[src/rtl/usr_feeder.sv]
`default_nettype none
// +------------------------------------------------------------------+
// | usr_feeder: serialises a handshaked parallel word into usr's     |
// | cntrl/right_in/left_in so that usr.q holds the word on done.     |
// | Revision: 1.0                                                    |
// +------------------------------------------------------------------+
module usr_feeder #(
  parameter int WIDTH = 4
) (
  input  logic             clk,
  input  logic             clr,
  input  logic             in_valid,
  output logic             in_ready,
  input  logic [WIDTH-1:0] in_data,
  input  logic             in_dir,
  output logic             cntrl,
  output logic             right_in,
  output logic             left_in,
  output logic             busy,
  output logic             done,
  output logic [7:0]       word_cnt
);

  localparam int c_CW = (WIDTH > 2) ? $clog2(WIDTH) : 1;
  localparam logic [c_CW-1:0] c_LAST = c_CW'(WIDTH - 1);

  typedef enum logic [1:0] {
    S_IDLE  = 2'd0,
    S_SHIFT = 2'd1,
    S_DONE  = 2'd2
  } state_t;

  state_t            r_state, w_state_nxt;
  logic [WIDTH-1:0]  r_shadow, w_shadow_nxt;
  logic [c_CW-1:0]   r_bitcnt, w_bitcnt_nxt;
  logic              r_cntrl, w_cntrl_nxt;
  logic              r_right, w_right_nxt;
  logic              r_left, w_left_nxt;
  logic              r_ready, w_ready_nxt;
  logic              r_busy, w_busy_nxt;
  logic              r_done, w_done_nxt;
  logic [7:0]        r_wcnt, w_wcnt_nxt;

  always_ff @(posedge clk or negedge clr) begin
    if (!clr) begin
      r_state  <= S_IDLE;
      r_shadow <= '0;
      r_bitcnt <= '0;
      r_cntrl  <= 1'b0;
      r_right  <= 1'b0;
      r_left   <= 1'b0;
      r_ready  <= 1'b1;
      r_busy   <= 1'b0;
      r_done   <= 1'b0;
      r_wcnt   <= 8'd0;
    end else begin
      r_state  <= w_state_nxt;
      r_shadow <= w_shadow_nxt;
      r_bitcnt <= w_bitcnt_nxt;
      r_cntrl  <= w_cntrl_nxt;
      r_right  <= w_right_nxt;
      r_left   <= w_left_nxt;
      r_ready  <= w_ready_nxt;
      r_busy   <= w_busy_nxt;
      r_done   <= w_done_nxt;
      r_wcnt   <= w_wcnt_nxt;
    end
  end

  // The shadow shifts toward the bit that goes out next, so the
  // following serial bit always sits at a fixed position.
  always_comb begin
    w_state_nxt  = r_state;
    w_shadow_nxt = r_shadow;
    w_bitcnt_nxt = r_bitcnt;
    w_cntrl_nxt  = r_cntrl;
    w_right_nxt  = 1'b0;
    w_left_nxt   = 1'b0;
    w_ready_nxt  = r_ready;
    w_busy_nxt   = r_busy;
    w_done_nxt   = 1'b0;
    w_wcnt_nxt   = r_wcnt;
    case (r_state)
      S_IDLE: begin
        w_ready_nxt = 1'b1;
        w_busy_nxt  = 1'b0;
        if (in_valid && r_ready) begin
          w_state_nxt  = S_SHIFT;
          w_shadow_nxt = in_data;
          w_bitcnt_nxt = '0;
          w_cntrl_nxt  = in_dir;
          w_ready_nxt  = 1'b0;
          w_busy_nxt   = 1'b1;
          if (in_dir) w_left_nxt  = in_data[WIDTH-1];
          else        w_right_nxt = in_data[0];
        end
      end
      S_SHIFT: begin
        if (r_bitcnt == c_LAST) begin
          w_state_nxt = S_DONE;
          w_done_nxt  = 1'b1;
          w_wcnt_nxt  = r_wcnt + 8'd1;
        end else begin
          w_bitcnt_nxt = r_bitcnt + 1'b1;
          if (r_cntrl) begin
            w_shadow_nxt = r_shadow << 1;
            w_left_nxt   = r_shadow[WIDTH-2];
          end else begin
            w_shadow_nxt = r_shadow >> 1;
            w_right_nxt  = r_shadow[1];
          end
        end
      end
      S_DONE: begin
        w_state_nxt = S_IDLE;
        w_busy_nxt  = 1'b0;
        w_ready_nxt = 1'b1;
      end
      default: begin
        w_state_nxt = S_IDLE;
        w_busy_nxt  = 1'b0;
        w_ready_nxt = 1'b1;
      end
    endcase
  end

  assign in_ready = r_ready;
  assign cntrl    = r_cntrl;
  assign right_in = r_right;
  assign left_in  = r_left;
  assign busy     = r_busy;
  assign done     = r_done;
  assign word_cnt = r_wcnt;

endmodule
`default_nettype wire

[config.mk]
export PLATFORM = sky130hd
export DESIGN_NAME = usr_feeder
export DESIGN_NICKNAME = d
export VERILOG_FILES = /design/src/rtl/usr_feeder.sv
export SDC_FILE = /design/constraint.sdc
export NUM_CORES = 1
export LEC_CHECK = 0
export CORE_ASPECT_RATIO = 0.8
export CORE_MARGIN = 2
export CORE_UTILIZATION = 52
export CTS_CLUSTER_SIZE = 25
export DETAILED_ROUTE_END_ITERATION = 10
export HOLD_SLACK_MARGIN = 0.05
export PLACE_DENSITY = 0.8
export SETUP_SLACK_MARGIN = 0.5
export SLEW_MARGIN = 10
export SYNTH_ARGS = -nofsm -noshare
export SYNTH_HDL_FRONTEND = slang
export SYNTH_SLANG_ARGS = --single-unit
[constraint.sdc]
create_clock -name clk -period 3.5 [get_ports clk]
set_input_delay 0.525 -clock clk [delete_from_list [all_inputs] [get_ports clk]]
set_output_delay 0.525 -clock clk [all_outputs]
set_load 0.005 [all_outputs]
==> results.py <==
metrics = {
    "status": {
        "outcome": "completed",
    },
    "die": {
        "num_rows": 14,
        "die-area_um2": 2263,
        "die_x_um": 52.69,
        "start_util_pct": 53.61,
        "fp.coreArea_um2": 1839,
        "ios": 22,
        "die_height_um": 42.95,
    },
    "worst_setup_path": {
        "crit_chain": "clkdlybuf4s50_1",
        "cp_top_family": "flip-flops",
        "startpoint_type": "register",
        "cp_max_fo": 3,
        "worstPathRequired_ns": 2.97,
        "cp_slowest_stage_delay_ns": 0.55,
        "ff2ff_setup_slack_ns": 1.79,
        "cp_num_buf_inv": 1,
        "crit_path_end_kind": "output port",
        "cp.arrival_ns": 1.35,
        "cpMaxStageDelayCell": "dfstp_2",
        "crit_type": "reg -> out",
    },
    "detailed_routing": {
        "wl_per_cell_um": 13.65,
        "dr.pass1.iters": 4,
        "wl_um": 1733,
        "avgViaCountPerCell": 5.134,
        "postRouteAntennaNets": 0,
        "vias": 652,
        "drt_iter0_markers": 7,
        "route.detailed.drc": 0,
    },
    "finish": {
        "drive_above_1_share_pct": 15.53,
        "final_nets": 114,
        "layout_common_cells": "dfrtp_1 (21), clkdlybuf4s50_1 (21), nand2_1 (6)",
        "final_core_util_pct": 67.62,
        "design_area_um2": 1244,
        "multiInputGateArea_um2": 389.1,
        "syn2layout_area_growth_pct": 26.14,
        "diodes": 0,
        "stdcell_count": 127,
        "nFillCells": 153,
        "seqCellArea_um2": 551.8,
    },
    "yosys": {
        "yosysSeqAreaShare_pct": 55.96,
        "syn_area_um2": 985.9,
        "synthSimpleGateAreaFrac_pct": 14.59,
        "synth-compound-area-share_pct": 5.330,
        "synth_nets": 90,
        "synthXorXnorAreaFrac_pct": 6.218,
        "ys_types": 27,
        "ys_ff_latch": 22,
        "synth_cells": 80,
        "muxShareOfSynthArea_pct": 10.79,
        "synth_top_family_by_area": "simple AND/OR/NAND/NOR gates",
        "syn_area_per_cell_um2": 12.32,
        "synthAdderAreaFrac_pct": 2.538,
        "ys_warn_count": 0,
    },
    "clocking": {
        "numCtsBuffers": 3,
        "ctsHoldBuffers": 0,
        "htreeDepth": 1,
        "path_clk_slew_ns": 0.11,
        "post_cts_buffers": 0,
        "clk-insertion-delay-late_ns": 0.30,
        "cts-root-buf": "clkbuf_4",
        "cts_sinks": 22,
        "clockBufferDepth": 2,
        "cts_tree": "built",
        "cts_resized": 0,
    },
    "power": {
        "p_leak_nw": 0.5837,
        "switchingPower_mw": 0.3344,
        "p_sw_share_pct": 32.71,
        "p_int_mw": 0.6880,
        "ir_worst_vdd_v": 0.0004771,
        "seq_power_share_pct": 42.8,
        "powerDensity_nw_per_um2": 822.1,
        "pwr-share-comb_pct": 44.0,
        "p_clk_share_pct": 13.1,
    },
    "hold_path": {
        "hold_class": "reg -> reg",
    },
    "placement": {
        "dp.cells": 123,
        "gp_congestion": 0.7870,
        "place_area_um2": 1207,
        "numPortBuffers": 21,
    },
    "sta": {
        "fmax_mhz": 532.5,
        "worst-slew-pin-transition_ns": 0.9288,
        "tns_ns": 0,
        "rsz0062_at_grt": "no",
        "finalCriticalPeriod_ns": 1.878,
        "finalClockSkew_ns": 0.003061,
        "maxSlewHeadroom_pct": 37.89,
        "slew_violations": 0,
        "finalCritPeriodShare_pct": 53.65,
        "finalSetupViolations": 0,
        "finalHoldViolCount": 0,
    },
    "global_route": {
        "grt_max_degree": 23,
        "grt_pass1_wl_um": 2939,
        "grt_pass1_vias": 642,
        "grt_overflow": 0,
        "grt_util_all_layers_pct": 19.06,
        "antenna_found_initial": 0,
    },
    "run": {
        "drv_cap": 0,
    },
}
==> cell families after synthesis <==
logic type               Yosys count
AO/OA/AOI/OAI                      8
flip-flops                        22
adder cells (fa/ha/maj)            2
AND/OR/NAND/NOR                   24
multiplexers                       9
buffers and inverters              8
XOR/XNOR                           7
==> through the flow <==
stage	worst slack [ns]	power (mW)	hold WS [ns]
final	1.622	1.022	0.4716
after global routing	1.573	1.094	0.5120
after CTS	1.598	1.031	0.4761
after detailed placement	1.511	0.8952	0.4567
after global placement	1.531	0.8802	0.4554
after floorplan	1.904	0.7413	0.2294
==> per-layer routing <==
layer  GRT usage, %  wire [um]  up-vias
met4          7.692         28        0
met3          9.155         85        2
met2          28.00        808       12
li1               -          -      320
met5              0          0        -
met1          24.11        810      318
==> sequential cells by signal (all words and copies together) (netlist names) <==
| name | flops |
|---|---|
| in_ready | 1 |
| word_cnt | 8 |
| busy | 1 |
| left_in | 1 |
| right_in | 1 |
| cntrl | 1 |
| r_state | 2 |
| done | 1 |
| r_bitcnt | 2 |
| r_shadow | 4 |
==> power groups by stage <==
stage	Sequential, mW	Combinational [mW]	Clock, mW
after global routing	0.450	0.495	0.149
final	0.438	0.450	0.134
after global placement	0.440	0.440	0
after detailed placement	0.442	0.453	0
after floorplan	0.430	0.312	0
after CTS	0.438	0.453	0.140
==> path summary, 6_finish.rpt <==
kind / from / to / depth (start not counted)
worst max register to register: r_bitcnt[0] / r_shadow[1] / 4
worst min register to register: word_cnt[7] / word_cnt[7] / 1
worst min-delay path: word_cnt[7] / word_cnt[7] / 1
worst max-delay path: in_ready / in_ready / 1
min in group asynchronous: clr / word_cnt[2] / 1
max in group asynchronous: clr / r_shadow[3] / 1
==> synth_stat cells <==
library cell	n	area [um2]
a21o_1	1	7.510
a21oi_1	4	20.02
a32o_1	2	20.02
and2_1	1	6.260
and3_1	1	6.260
buf_6	2	22.52
clkbuf_1	1	3.750
dfrtp_1	21	525.5
dfstp_2	1	26.28
ha_1	2	25.02
inv_1	5	18.77
mux2_2	5	56.30
mux2_4	2	30.03
mux2i_1	2	20.02
nand2_1	6	22.52
nand3_1	1	5.000
nand3b_1	1	7.510
nand4_1	3	18.77
nor2_1	2	7.510
nor2b_1	2	12.51
nor3_1	4	20.02
nor3b_2	1	12.51
nor4bb_2	1	16.27
o21ai_1	1	5.000
or2_4	1	8.760
xnor2_1	4	35.03
xor2_1	3	26.28
==> cell type report <==
type,count,share of cell area (%)
clock buffer,4,2.918
inverter,5,1.509
multi-input combinational,50,31.29
sequential,22,44.37
tap,24,2.414
timing repair buffer,22,17.51
Power figures use the tool's default switching activity.
